`src/rtl/cmp_sort_if.sv`:
```
// Sample-stream bundle for the sort engine: producer side (in_*), consumer side (out_*)
// and status. The engine takes the slave modport; the producer/consumer takes master.
interface cmp_sort_if #(
    parameter int W = 8
);
    logic [W-1:0] in_data;
    logic         in_valid;
    logic         in_last;
    logic         in_ready;
    logic [W-1:0] out_data;
    logic         out_valid;
    logic         out_last;
    logic         out_ready;
    logic         busy;
    logic [7:0]   cmp_cycles;

    modport master (
        output in_data, in_valid, in_last, out_ready,
        input  in_ready, out_data, out_valid, out_last, busy, cmp_cycles
    );

    modport slave (
        input  in_data, in_valid, in_last, out_ready,
        output in_ready, out_data, out_valid, out_last, busy, cmp_cycles
    );
endinterface

```
`src/rtl/cmp_sort_engine.sv`:
```
// Loads a burst of up to DEPTH samples, bubble-sorts it in place using a single shared
// unsigned comparator (one compare per clock), then streams it out in ascending order.
module cmp_sort_engine #(
    parameter int DEPTH = 8,
    parameter int W     = 8
) (
    input  logic        clk,
    input  logic        rst,
    cmp_sort_if.slave   bus
);
    localparam int CW = $clog2(DEPTH + 1);
    localparam int IW = $clog2(DEPTH);

    typedef enum logic [1:0] {
        LOAD  = 2'd0,
        SORT  = 2'd1,
        DRAIN = 2'd2
    } state_t;

    state_t        state_reg;
    logic [W-1:0]  sbuf [DEPTH];
    logic [CW-1:0] count_reg;
    logic [CW-1:0] n_reg;
    logic [CW-1:0] pass_reg;
    logic [IW-1:0] idx_reg;
    logic [IW-1:0] rd_reg;
    logic          swapped_reg;
    logic          prime_reg;

    logic          in_ready_reg;
    logic          out_valid_reg;
    logic          out_last_reg;
    logic          busy_reg;
    logic [W-1:0]  out_data_reg;
    logic [7:0]    cmp_cycles_reg;

    logic [IW-1:0] idx_inc;
    logic [IW-1:0] rd_inc;
    logic [W-1:0]  cmp_a;
    logic [W-1:0]  cmp_b;
    logic          gr;
    logic          accept;
    logic          load_end;
    logic          compare;
    logic          pass_end;
    logic          sort_done;

    assign idx_inc = idx_reg + IW'(1);
    assign rd_inc  = rd_reg + IW'(1);

    // The one shared comparator; equal operands never swap, keeping the sort stable.
    assign cmp_a = sbuf[idx_reg];
    assign cmp_b = sbuf[idx_inc];
    assign gr    = cmp_a > cmp_b;

    assign accept    = (state_reg == LOAD) && in_ready_reg && bus.in_valid;
    assign load_end  = accept && (bus.in_last || (count_reg == CW'(DEPTH - 1)));
    assign compare   = (state_reg == SORT) && !prime_reg;
    assign pass_end  = (idx_reg == IW'(n_reg - CW'(2)));
    assign sort_done = pass_end &&
                       (!(swapped_reg || gr) || ((pass_reg + CW'(1)) == (n_reg - CW'(1))));

    // Sample storage has no reset: contents are meaningless until a burst is loaded.
    always_ff @(posedge clk) begin
        if (accept) begin
            sbuf[count_reg[IW-1:0]] <= bus.in_data;
        end else if (compare && gr) begin
            sbuf[idx_reg] <= cmp_b;
            sbuf[idx_inc] <= cmp_a;
        end
    end

    always_ff @(posedge clk or posedge rst) begin
        if (rst) begin
            state_reg      <= LOAD;
            count_reg      <= '0;
            n_reg          <= '0;
            pass_reg       <= '0;
            idx_reg        <= '0;
            rd_reg         <= '0;
            swapped_reg    <= 1'b0;
            prime_reg      <= 1'b0;
            in_ready_reg   <= 1'b0;
            out_valid_reg  <= 1'b0;
            out_last_reg   <= 1'b0;
            busy_reg       <= 1'b0;
            out_data_reg   <= '0;
            cmp_cycles_reg <= '0;
        end else begin
            case (state_reg)
                LOAD: begin
                    in_ready_reg <= 1'b1;
                    if (accept) begin
                        count_reg <= count_reg + CW'(1);
                    end
                    if (load_end) begin
                        state_reg      <= SORT;
                        in_ready_reg   <= 1'b0;
                        busy_reg       <= 1'b1;
                        n_reg          <= count_reg + CW'(1);
                        pass_reg       <= '0;
                        idx_reg        <= '0;
                        swapped_reg    <= 1'b0;
                        prime_reg      <= 1'b1;
                        cmp_cycles_reg <= '0;
                    end
                end

                SORT: begin
                    // First SORT cycle is a setup slot; a single-sample burst leaves from it.
                    if (prime_reg) begin
                        prime_reg <= 1'b0;
                        if (n_reg == CW'(1)) begin
                            state_reg     <= DRAIN;
                            out_valid_reg <= 1'b1;
                            out_last_reg  <= 1'b1;
                            out_data_reg  <= sbuf[0];
                            rd_reg        <= '0;
                        end
                    end else begin
                        cmp_cycles_reg <= (cmp_cycles_reg == 8'hFF) ? 8'hFF
                                                                    : cmp_cycles_reg + 8'd1;
                        if (sort_done) begin
                            state_reg     <= DRAIN;
                            out_valid_reg <= 1'b1;
                            out_last_reg  <= 1'b0;
                            // A swap on this very compare has not reached sbuf[0] yet.
                            out_data_reg  <= ((idx_reg == '0) && gr) ? cmp_b : sbuf[0];
                            rd_reg        <= '0;
                        end else if (pass_end) begin
                            idx_reg     <= '0;
                            pass_reg    <= pass_reg + CW'(1);
                            swapped_reg <= 1'b0;
                        end else begin
                            idx_reg     <= idx_inc;
                            swapped_reg <= swapped_reg | gr;
                        end
                    end
                end

                DRAIN: begin
                    if (out_valid_reg && bus.out_ready) begin
                        if (out_last_reg) begin
                            state_reg     <= LOAD;
                            out_valid_reg <= 1'b0;
                            out_last_reg  <= 1'b0;
                            busy_reg      <= 1'b0;
                            count_reg     <= '0;
                            in_ready_reg  <= 1'b1;
                        end else begin
                            rd_reg       <= rd_inc;
                            out_data_reg <= sbuf[rd_inc];
                            out_last_reg <= (CW'(rd_inc) == (n_reg - CW'(1)));
                        end
                    end
                end

                default: begin
                    state_reg <= LOAD;
                end
            endcase
        end
    end

    assign bus.in_ready   = in_ready_reg;
    assign bus.out_valid  = out_valid_reg;
    assign bus.out_last   = out_last_reg;
    assign bus.out_data   = out_data_reg;
    assign bus.busy       = busy_reg;
    assign bus.cmp_cycles = cmp_cycles_reg;
endmodule

```
`src/flat_wrapper.sv`:
```
// flat-port wrapper written by rule: the top's interface ports become plain ports
module cmp_sort_engine_flat 
#(
    parameter int DEPTH = 8,
    parameter int W     = 8
)
  (clk, rst, bus_in_data, bus_in_valid, bus_in_last, bus_out_ready, bus_in_ready, bus_out_data, bus_out_valid, bus_out_last, bus_busy, bus_cmp_cycles);
  cmp_sort_if #(.W(W)) bus_i ();
  input  logic clk;
  input  logic rst;
  input wire logic [$bits(bus_i.in_data)-1:0] bus_in_data;
  input wire logic [$bits(bus_i.in_valid)-1:0] bus_in_valid;
  input wire logic [$bits(bus_i.in_last)-1:0] bus_in_last;
  input wire logic [$bits(bus_i.out_ready)-1:0] bus_out_ready;
  output wire logic [$bits(bus_i.in_ready)-1:0] bus_in_ready;
  output wire logic [$bits(bus_i.out_data)-1:0] bus_out_data;
  output wire logic [$bits(bus_i.out_valid)-1:0] bus_out_valid;
  output wire logic [$bits(bus_i.out_last)-1:0] bus_out_last;
  output wire logic [$bits(bus_i.busy)-1:0] bus_busy;
  output wire logic [$bits(bus_i.cmp_cycles)-1:0] bus_cmp_cycles;
  assign bus_i.in_data = bus_in_data;
  assign bus_i.in_valid = bus_in_valid;
  assign bus_i.in_last = bus_in_last;
  assign bus_i.out_ready = bus_out_ready;
  assign bus_in_ready = bus_i.in_ready;
  assign bus_out_data = bus_i.out_data;
  assign bus_out_valid = bus_i.out_valid;
  assign bus_out_last = bus_i.out_last;
  assign bus_busy = bus_i.busy;
  assign bus_cmp_cycles = bus_i.cmp_cycles;
  cmp_sort_engine #(.DEPTH(DEPTH), .W(W)) u_core (.clk(clk), .rst(rst), .bus(bus_i));
endmodule
```
`config.mk`:
```
export PLATFORM = sky130hd
export DESIGN_NAME = cmp_sort_engine_flat
export DESIGN_NICKNAME = d
export VERILOG_FILES = /design/src/rtl/cmp_sort_if.sv /design/src/rtl/cmp_sort_engine.sv /design/src/flat_wrapper.sv
export SDC_FILE = /design/constraint.sdc
export NUM_CORES = 1
export LEC_CHECK = 0
export ABC_AREA = 0
export CAP_MARGIN = 30
export CORE_MARGIN = 2
export CORE_UTILIZATION = 40
export DETAILED_ROUTE_END_ITERATION = 6
export MAX_ROUTING_LAYER = met4
export SYNTH_ARGS = -nofsm -noshare
export SYNTH_HDL_FRONTEND = slang
export SYNTH_SLANG_ARGS = --single-unit
export TNS_END_PERCENT = 30
```
`constraint.sdc`:
```
create_clock -name clk -period 6.4 [get_ports clk]
set_clock_uncertainty 0.1 [all_clocks]
set_input_delay 1.92 -clock clk [delete_from_list [all_inputs] [get_ports clk]]
set_output_delay 1.92 -clock clk [all_outputs]
set_load 0.01 [all_outputs]
```
* Yosys cells after proc, flatten, opt, wreduce, memory -nomap -nowiden *
Memories as Yosys holds them, arrays and structs flattened.
Cells that the tools add are included.

word-level totals
  register bits = 42
  bits in writable memories = 64
  bits of input ports = 13
  output and inout port bits = 20
  word-level logic and storage cells = 142
  memories = 1

memory list
  name         depth  width  read ports  clocked after Yosys merged registers in  wr ports  line                   text
  u_core.sbuf  8      8      4           0                                        2         cmp_sort_engine.sv:21  logic [W-1:0] sbuf [DEPTH];

operators by class
  $add $sub $neg = 7
  magnitude comparators = 1
  eq/ne operators = 18
  mux-type cells = 69
  bitwise logic cells = 1
  reduce and logical (&&, ||, !) cells = 31

operators with widths
  cell                                                                     count
  8-bit two-way mux                                                        10
  8-bit case mux with 2 select lines                                       2
  3-bit two-way mux                                                        10
  4-bit two-way mux                                                        7
  1-bit two-way mux                                                        23
  5-bit AND reduction                                                      4
  4-bit case mux with 2 select lines                                       2
  4-bit AND reduction                                                      4
  2-bit two-way mux                                                        6
  1-bit case mux with 2 select lines                                       6
  3-bit case mux with 2 select lines                                       2
  2-bit by 1-bit inequality test with 1-bit output, second input constant  5
  4-bit by 1-bit adder with 4-bit output, second input constant            2
  8-bit by 1-bit adder with 8-bit output, second input constant            1
  8-bit == test, second input constant                                     1
  8-bit > comparator                                                       1
  1-bit logical AND                                                        8
  8-bit OR reduction                                                       1
  3-bit by 1-bit adder with 3-bit output, second input constant            2
  2-bit inequality test, second input constant                             3
  2-bit case mux with 3 select lines                                       1
  3-bit AND reduction                                                      2
  2-bit nonzero test                                                       3
  3-bit by 4-bit == test with 1-bit output                                 1
  other kinds (16)                                                         20

* Logic depth before layout (Yosys ltp) *
Gate-level depths: netlist of run 1.
An unclocked memory read counts as a cell.

  word-level depth = 10
  mapped depth = 18
  gate-level depth less buffers = 13

* Least setup slack after synthesis of run 1 *
OpenSTA, ideal clock, no wires.

  path type = register -> register
  start = register u_core.idx_reg[1]
  end = memory u_core.sbuf[1][0] (enable)
  library setup time = 404 ps
  data arrival time = 4633 ps
  data required time = 5896 ps
  slack = 1263 ps
  stages on the path, launching flop included = 15
  buffers on the path = 4
  period minus slack after synthesis = 5137 ps
  path through = dfrtp_1 > clkbuf_1 > inv_1 > ha_1 > clkbuf_1 > buf_1 > mux2_2 > inv_1 > ha_1 > and4_1 > a21bo_2 > a2111oi_4 > buf_2 > nand2_1 > o311ai_0

RTL lines
  what                    line                    text
  start, declared         cmp_sort_engine.sv:25   logic [IW-1:0] idx_reg;
  start signal, assigned  cmp_sort_engine.sv:135  idx_reg <= idx_inc;
  end, declared           cmp_sort_engine.sv:21

==> summary.txt, run 1 <==
Route
  – 1st-pass router iterations: 5
  – Initial DRC Count: 383
  – M1 WL: 8.77 mm
  – DRC Markers: 0
  – Final WL: 20.7 mm
  – Vias: 5,312
  – Number of vias per cell: 6.08
  – Top layer reached by signal wires: met4
  – Final antenna-violating net count: 0
  – WL/cell: 23.7 um
  – Metal2 WL: 9.63 mm
  – Metal3 WL: 1.53 mm

Synthesis
  – Synth area leader: edfxtp_1
  – Synth Warn #: 0
  – Top cell type's share of synthesized area: 0.267
  – Count leader, synth: mux2i_1
  – Top FF cell, synth: edfxtp_1
  – Post-synth cell types: 61
  – Post-synth EDFFs: 64
  – Cell count after synthesis: 600
  – Dominant cells by area after synthesis: edfxtp_1 (27%), mux4_2 (15%), dfrtp_1 (15%)
  – Register bit total from synthesis: 106
  – Async S/R FF share, synth: 0.396
  – Post-Syn Area per Cell: 12.0 um2
  – Sequential share of the synthesized area: 0.414
  – Mapped Nets: 634
  – Top post-synthesis cells by count: mux2i_1 (86), edfxtp_1 (64), nand2_1 (56)
  – Mapped Area: 0.00719 mm2

Worst setup path
  – R2r endpoint: u_core.sbuf[1][5]
  – Crit Path Class: register to register
  – Reg2reg setup slack: 1.01 ns
  – Critical Path AT: 5.36 ns
  – RR Startpoint: u_core.idx_reg[1]
  – R2R cell count: 14
  – Startpoint Class: register
  – Critical path required time: 6.37 ns
  – Crit path max fanout: 19
  – Kind of end point of the critical path: register

Pwr
  – Power consumption: 3.31 mW
  – Comb power frac: 0.519
  – Net Sw Frac: 0.416
  – Pleak: 3.46 nW
  – Psw: 1.38 mW
  – Clock power share: 0.167
  – Internal Power: 1.93 mW
  – Pwr dens: 406 mW/mm2
  – Reg power frac: 0.314
  – Maximum vdd ir drop: 196 uV

Placed design
  – Port Buffer Count: 32
  – DP Wirelength: 14.9 mm
  – Routability cong.: 0.933

Floorplanning
  – Die area: 0.0191 mm2
  – # IOs: 33
  – CORE AREA: 0.0178 mm2
  – DIE HEIGHT: 138 um
  – Initial Utilization: 0.404
  – DIE WIDTH: 138 um
  – Row Count: 49

Timing
  – Fin. Hold Viols: 0
  – Worst-Margin Slew: 1.03 ns
  – Unrepaired setup endpoints after global routing: no
  – Max Clk Rate: 186 MHz
  – Setup TNS Final: 0 ns
  – Setup violations, final: 0
  – Min Clock Period, post-route: 5.39 ns
  – Slew Viols, Final: 0
  – Final period util: 0.842
  – Relative slew slack: 0.312

Final layout
  – Number of flip-flops in the largest register: 64
  – Layout cells sized above 1: 0.194
  – FF+latch area: 0.00297 mm2
  – Fillers: 1,627
  – Area Growth Syn to Fin: 13.3%
  – Area of the multi-input gates: 0.00391 mm2
  – Final Net Count: 673
  – Ant. Diodes: 0

Min path
  – Hold endpoint: u_core.bus.out_data[2]
  – Hold WC Path Type: register to register
  – HP Start: u_core.bus.out_data[2]
  – Hold depth: 1

Global routing
  – GRT overflow: 0
  – Largest net degree at the start of global routing: 43
  – First-pass GRT wire length: 32.4 mm
  – Initial antenna violation count: 0
  – Total GRT Usage: 0.227
  – Vias in the first global route: 5,471

CTS
  – Worst skew pair latency: 0.36 ns
  – Clock Pin Slew Worst Setup and Hold Paths: 0.08 ns
  – Clock sink count: 106
  – Inserted Clock Buffers: 9
  – CTS Hold Bufs: 0
  – Clk buf depth: 2
  – Post-cts resize count: 0
  – Root buffer cell: clkbuf_16
  – H-Tree Depth: 3
  – Number of setup buffers added after CTS: 0
  – CTS tree: built

Flow run
  – Max Cap Viol: 0

Outcome
  – Outcome: completed
-- metal layers --
layer,GRT usage,vias up
li1,-,2366
met1,0.295,2643
met2,0.347,256
met3,0.0540,47
met4,0.0881,0
met5,-,-
-- cell families (layout without fill, tap and decap cells) --
family,after synthesis,after routing,synth area share
mux,149,149,0.294
simple gates,130,130,0.0888
flops,106,106,0.414
compound gates,104,104,0.0999
buf+inv,71,115,0.0435
fa+ha+maj,21,21,0.0365
xor+xnor,19,19,0.0242
-- metrics by stage --
stage | utilization | cells | hold WS (ns) | instance area (um2) | setup WS (ns)
final | 0.458 | 873 | 0.400 | 8150 | 1.01
after global routing | 0.458 | 873 | 0.440 | 8150 | 0.779
after CTS | 0.457 | 872 | 0.408 | 8130 | 1.03
after detailed placement | 0.441 | 856 | 0.385 | 7840 | 1.03
after global placement | 0.441 | 856 | 0.381 | 7840 | 1.21
after floorplan | - | 600 | 0.390 | 7190 | 1.26
-- worst max-delay path by stage --
stage	endpoint	slack (ns)	from	cells after the start
2_1_floorplan	u_core.sbuf[1][0]	1.26	u_core.idx_reg[1]	14
3_3_place_gp	u_core.sbuf[1][1]	1.21	u_core.idx_reg[1]	14
3_5_place_dp	u_core.sbuf[1][1]	1.03	u_core.idx_reg[1]	14
4_1_cts	u_core.sbuf[1][5]	1.03	u_core.idx_reg[1]	14
5_1_grt	u_core.sbuf[1][5]	0.78	u_core.idx_reg[1]	14
6_report	u_core.sbuf[1][5]	1.01	u_core.idx_reg[1]	14
-- layout by cell type, fill, tap and decap left out, drive strengths merged, types with 5 or more instances in the layout --
cell type,instances
a21oi,15
a31oi,7
buf,30
clkbuf,9
clkdlybuf4s50,32
dfrtp,42
edfxtp,64
ha,21
inv,42
mux2,15
mux2i,86
mux4,48
nand2,58
nand3,22
nand4,5
nor2,15
nor3,5
o211ai,10
o21a,10
o21ai,32
xnor2,11
xor2,8
-- power groups by stage --
stage | combinational [mW] | sequential, mW | clock (mW)
2_1_floorplan | 1.23 | 0.992 | 0
3_3_place_gp | 1.67 | 1.04 | 0
3_5_place_dp | 1.71 | 1.05 | 0
4_1_cts | 1.71 | 1.04 | 0.566
5_1_grt | 1.88 | 1.06 | 0.594
6_report | 1.72 | 1.04 | 0.553
-- worst max-delay path, stage by stage (launching register included) --
cell,delay [ns]
dfrtp_1,0.71
ha_1,0.38
xor2_2,0.14
buf_4,0.30
mux4_2,0.35
mux2_2,0.29
inv_1,0.10
ha_1,0.13
and4_1,0.26
a21bo_2,0.28
a2111oi_4,0.58
and2_1,0.48
nand2_2,0.37
o311ai_1,0.34
buf_4,0.28
-- final cells by class --
class,count,area share
clock buffer,9,0.0276
sequential,106,0.365
tap,229,0.0352
inverter,37,0.0170
timing repair buffer,62,0.0685
multi-input combinational,423,0.480
clock inverter,7,0.00722
(Power assumes the default switching activity.)
==> inputs of run 2 (changes only) <==
- clock period: 6.4 -> 4.81 ns (I/O delays scaled with it)
==> summary.txt, run 2 (synthesized netlist as in run 1, its figures left out) <==
Floorplanning
  – DIE HEIGHT: 138 um (unchanged)
  – CORE AREA: 0.0178 mm2 (unchanged)
  – Row Count: 49 (unchanged)
  – DIE WIDTH: 138 um (unchanged)
  – Die area: 0.0191 mm2 (unchanged)
  – # IOs: 33 (unchanged)
  – Initial Utilization: 0.404 (unchanged)

Final layout
  – Post-route cell area: 0.00822 mm2 (+0.91%)
  – Most frequent cells in the layout: mux2i_1 (86), edfxtp_1 (64), nand2_1 (56), mux4_2 (48), dfrtp_1 (42)
  – Layout cells sized above 1: 0.206 (+0.0117)
  – Ant. Diodes: 0 (unchanged)
  – Post-layout util: 0.462 (+0.00415)
  – Final Net Count: 680 (+1.0%)
  – Area Growth Syn to Fin: 14.4%
  – Commonest non-fill, non-tap cell in the layout: mux2i_1
  – Number of flip-flops in the largest register: 64 (unchanged)

CTS
  – Inserted Clock Buffers: 9 (unchanged)
  – H-Tree Depth: 3 (unchanged)
  – Clk buf depth: 2 (unchanged)
  – Post-cts resize count: 0 (unchanged)
  – CTS Hold Bufs: 0 (unchanged)
  – Clock Pin Slew Worst Setup and Hold Paths: 0.07 ns (about the same)
  – Clock sink count: 106 (unchanged)
  – Worst skew pair latency: 0.37 ns (about the same)
  – Root buffer cell: clkbuf_16
  – Number of setup buffers added after CTS: 0 (unchanged)
  – CTS tree: built

Worst setup path
  – Startpoint Class: register
  – Crit Path Class: register to register
  – Kind of end point of the critical path: register
  – Critical path required time: 4.79 ns (-1.58 ns)
  – Critical Path AT: 4.55 ns (-0.81 ns)
  – Most used cell, CP: buf_4
  – Crit-path slowest cell: o311ai_1
  – Slowest stage delay, CP: 0.61 ns (-0.10 ns)
  – CP bufs+invs: 4 (+1)
  – Critical path cell sequence: buf_4 -> mux4_2 -> mux2i_1 -> inv_1 -> ha_1 -> and4_1 -> a21bo_2 -> a2111oi_4 -> nand2_1 -> buf_4 -> o311ai_1 -> buf_4
  – Crit path max fanout: 23 (+4)
  – CP top delay family: compound AO/OA/AOI/OAI gates

Route
  – Number of vias per cell: 6.12 (+0.53%)
  – Final WL: 20.0 mm (-3.0%)
  – Final antenna-violating net count: 0 (unchanged)
  – DRC Markers: 0 (unchanged)
  – Initial DRC Count: 398 (+3.9%)
  – WL/cell: 22.8 um (-3.8%)
  – Vias: 5,383 (+1.3%)
  – 1st-pass router iterations: 5 (unchanged)

Global routing
  – GRT overflow: 0 (unchanged)
  – Total GRT Usage: 0.223 (-0.00422)
  – Initial antenna violation count: 0 (unchanged)
  – First-pass GRT wire length: 32.0 mm (-1.4%)
  – Vias in the first global route: 5,525 (+0.99%)
  – Largest net degree at the start of global routing: 43 (unchanged)

Placed design
  – DP Area: 0.00792 mm2 (+0.93%)
  – DP Wirelength: 14.6 mm (-1.6%)
  – Port Buffer Count: 32 (unchanged)
  – Routability cong.: 0.960 (+3.0%)
  – Post-Place Setup Slack: 0.211 ns (-0.821 ns)

Timing
  – Relative slew slack: 0.420 (+0.107)
  – Fin. Hold Viols: 0 (unchanged)
  – Fin Hold WS: 0.394 ns (-0.00560 ns)
  – Max Clk Rate: 219 MHz (+18%)
  – Slew Viols, Final: 0 (unchanged)
  – Worst-Margin Slew: 0.869 ns (-0.162 ns)
  – Final period util: 0.951 (+0.109)
  – Unrepaired setup endpoints after global routing: no
  – PnR worst setup slack: 0.235 ns (-0.778 ns)
  – Setup violations, final: 0 (unchanged)
  – Min Clock Period, post-route: 4.58 ns (-0.812 ns)

Pwr
  – Pleak: 3.49 nW (+1.0%)
  – Power consumption: 4.44 mW (+34%)
  – Maximum vdd ir drop: 314 uV (+60%)
  – Pwr dens: 540 mW/mm2 (+33%)

Flow run
  – Max Cap Viol: 0 (unchanged)

Outcome
  – Outcome: completed

Min path
  – Hold WC Path Type: register to register
==> run 2: cell count changes in the layout (fill, tap and decap cells not counted), sizes merged <==
cell,change
clkinv,-1
buf,+7
inv,-1
clkinvlp,+2
==> run 2: layer usage <==
metal  part of all wire  wire, um  vias to the layer above  track usage
met3              0.068      1350                       49       0.0440
li1                   -         -                     2387            -
met4              0.026       524                        0       0.0747
met5                  0         0                        -            -
met2               0.49      9780                      227        0.366
met1               0.42      8380                     2720        0.278
==> run 2: final timing paths <==
path	start	end	slack, ns	cells after the start
min in group asynchronous	rst	u_core.rd_reg[0]	1.15	2
max in group asynchronous	rst	u_core.n_reg[0]	3.04	3
worst min register to register	u_core.bus.out_data[1]	u_core.bus.out_data[1]	0.39	1
worst min-delay path	u_core.bus.out_data[1]	u_core.bus.out_data[1]	0.39	1
worst max register to register	u_core.idx_reg[0]	u_core.sbuf[3][6]	0.23	12
worst max-delay path	u_core.idx_reg[0]	u_core.sbuf[3][6]	0.23	12
==> run 2: cell type report <==
| class | count | area (um2) |
|---|---|---|
| clock buffers | 9 | 225 |
| fillers | 1622 | 9560 |
| clock inverters | 7 | 58.8 |
| multi-input cells | 423 | 3920 |
| inverters | 37 | 139 |
| flip-flops and latches | 106 | 2970 |
| well taps | 229 | 287 |
| repair buffers | 69 | 623 |
==> run 2: power by group <==
group          internal, mW  leakage [nW]  total [mW]  switching [mW]
combinational          1.06          2.26        2.36            1.30
clock                 0.361         0.134       0.735           0.374
sequential             1.18          1.10        1.35           0.170
==> run 2: stage by stage <==
| stage | setup TNS (ns) | instances |
|---|---|---|
| CTS | 0 | 879 |
| global route | 0 | 880 |
| detailed placement | 0 | 863 |
| floorplan | -10.45 | 600 |
| global placement | 0 | 863 |
| finish | 0 | 880 |
==> inputs of run 3 (changes only) <==
- HOLD_SLACK_MARGIN: unset -> 0.08
- clock period: 4.81 -> 4.95 ns (I/O delays scaled with it)
==> summary.txt, run 3 (synthesized netlist as in run 1, its figures left out) <==
Outcome
  – Outcome: completed

Global routing
  – Vias in the first global route: 5,397 (-2.3%)
  – Largest net degree at the start of global routing: 43 (unchanged)
  – Total GRT Usage: 0.220 (-0.00281)
  – First-pass GRT wire length: 31.4 mm (-1.7%)
  – Initial antenna violation count: 0 (unchanged)
  – GRT overflow: 0 (unchanged)

Timing
  – Slew Viols, Final: 0 (unchanged)
  – Min Clock Period, post-route: 4.74 ns (+0.163 ns)
  – Fin. Hold Viols: 0 (unchanged)
  – Relative slew slack: 0.490 (+0.0702)
  – Worst-Margin Slew: 0.760 ns (-0.109 ns)
  – Final period util: 0.957 (+0.00598)
  – Fin Hold WS: 0.401 ns (+0.00677 ns)
  – Max Clk Rate: 211 MHz (-3.4%)
  – Setup violations, final: 0 (unchanged)
  – Unrepaired setup endpoints after global routing: no

Route
  – 1st-pass router iterations: 5 (unchanged)
  – Final WL: 20.1 mm (+0.12%)
  – Final antenna-violating net count: 0 (unchanged)
  – WL/cell: 22.8 um (+0.12%)
  – Number of vias per cell: 6.08 (-0.67%)
  – Initial DRC Count: 372 (-6.5%)
  – DRC Markers: 0 (unchanged)
  – Vias: 5,347 (-0.67%)

Placed design
  – DP Cell Count: 863 (unchanged)
  – DP Wirelength: 14.5 mm (-0.86%)
  – DP Area: 0.00792 mm2 (unchanged)
  – Port Buffer Count: 32 (unchanged)
  – Routability cong.: 0.992 (+3.3%)

Final layout
  – Most frequent cells in the layout: mux2i_1 (86), edfxtp_1 (64), nand2_1 (56), mux4_2 (48), dfrtp_1 (42)
  – Finished Layout Cells: 880 (unchanged)
  – Commonest non-fill, non-tap cell in the layout: mux2i_1
  – Area Growth Syn to Fin: 14.7%
  – Post-route cell area: 0.00825 mm2 (+0.33%)
  – Layout cells sized above 1: 0.207 (+0.00154)
  – Post-layout util: 0.464 (+0.00155)
  – Number of flip-flops in the largest register: 64 (unchanged)
  – Ant. Diodes: 0 (unchanged)
  – Fillers: 1,630 (+0.49%)
  – Final Net Count: 680 (unchanged)

Worst setup path
  – Most used cell, CP: buf_4
  – Startpoint Class: register
  – Crit-path slowest cell: dfrtp_1
  – CP bufs+invs: 4 (unchanged)
  – Crit Path Class: register to register
  – Crit path max fanout: 14 (-39%)
  – Critical Path AT: 4.71 ns (+0.16 ns)
  – Kind of end point of the critical path: register
  – Critical path required time: 4.92 ns (+0.13 ns)
  – Slowest stage delay, CP: 0.43 ns (-0.18 ns)
  – Critical path cell sequence: ha_1 -> xor2_2 -> buf_4 -> mux4_2 -> mux2_2 -> inv_1 -> ha_1 -> and4_1 -> a21bo_2 -> a2111oi_4 -> buf_4 -> and2_2 -> nand3_4 -> o311ai_2 -> buf_4
  – CP top delay family: compound AO/OA/AOI/OAI gates

CTS
  – Worst skew pair latency: 0.36 ns (about the same)
  – Clock Pin Slew Worst Setup and Hold Paths: 0.07 ns (about the same)
  – CTS tree: built
  – H-Tree Depth: 3 (unchanged)
  – Clk buf depth: 2 (unchanged)
  – CTS Hold Bufs: 0 (unchanged)
  – Clock sink count: 106 (unchanged)
  – Root buffer cell: clkbuf_16
  – Inserted Clock Buffers: 9 (unchanged)

Min path
  – Hold WC Path Type: register to register

Pwr
  – Power consumption: 4.35 mW (-2.0%)
  – Maximum vdd ir drop: 239 uV (-24%)
  – Pleak: 3.51 nW (+0.47%)
  – Pwr dens: 528 mW/mm2 (-2.4%)

Floorplanning
  – CORE AREA: 0.0178 mm2 (unchanged)
  – Initial Utilization: 0.404 (unchanged)
  – DIE WIDTH: 138 um (unchanged)
  – DIE HEIGHT: 138 um (unchanged)
  – # IOs: 33 (unchanged)
  – Die area: 0.0191 mm2 (unchanged)
  – Row Count: 49 (unchanged)

Flow run
  – Max Cap Viol: 0 (unchanged)
[run 3: timing repair]
item                                   4_1_cts  5_1_grt
endpoints found under the hold margin        0        0
setup endpoints to repair                    0       53
gates resized for setup                      0        2
buffers inserted                             0        0
[run 3: path summary, 6_finish.rpt]
path                                          end                   start  slack, ns  depth (start not counted)
min                        u_core.bus.out_data[3]  u_core.bus.out_data[3]       0.40                          1
max reg2reg                     u_core.sbuf[7][6]       u_core.idx_reg[0]       0.21                         15
min reg2reg                u_core.bus.out_data[3]  u_core.bus.out_data[3]       0.40                          1
max                             u_core.sbuf[7][6]       u_core.idx_reg[0]       0.21                         15
max in group asynchronous  u_core.bus.out_data[0]                     rst       3.00                          3
min in group asynchronous  u_core.bus.out_data[6]                     rst       1.28                          2
[run 3: per-layer routing]
layer | routed length, um | track usage | vias up
met5 | 0 | - | -
met4 | 535 | 0.0682 | 0
met3 | 1360 | 0.0416 | 43
met2 | 9510 | 0.348 | 246
met1 | 8650 | 0.289 | 2668
li1 | - | - | 2390
[run 3: cell type report]
| class | instances | area, um2 | area share |
|---|---|---|---|
| repair buffers | 69 | 623 | 0.0755 |
| clock buffers | 10 | 229 | 0.0278 |
| clock inverters | 6 | 75.1 | 0.00910 |
| flip-flops and latches | 106 | 2970 | 0.360 |
| inverters | 37 | 139 | 0.0168 |
| multi-input cells | 423 | 3920 | 0.476 |
| well taps | 229 | 287 | 0.0347 |
[run 3: report_power, final]
part | switching [mW] | total (mW) | internal [mW]
Clock | 0.357 | 0.757 | 0.400
Combinational | 1.25 | 2.28 | 1.03
Sequential | 0.166 | 1.31 | 1.15
[run 3: metrics by stage]
step | setup TNS, ns | setup WS, ns
after floorplan | -5.97 | -0.187
after global routing | 0 | 0.00737
after detailed placement | 0 | 0.103
final | 0 | 0.212
after global placement | -1.18 | -0.149
after CTS | 0 | 0.0565
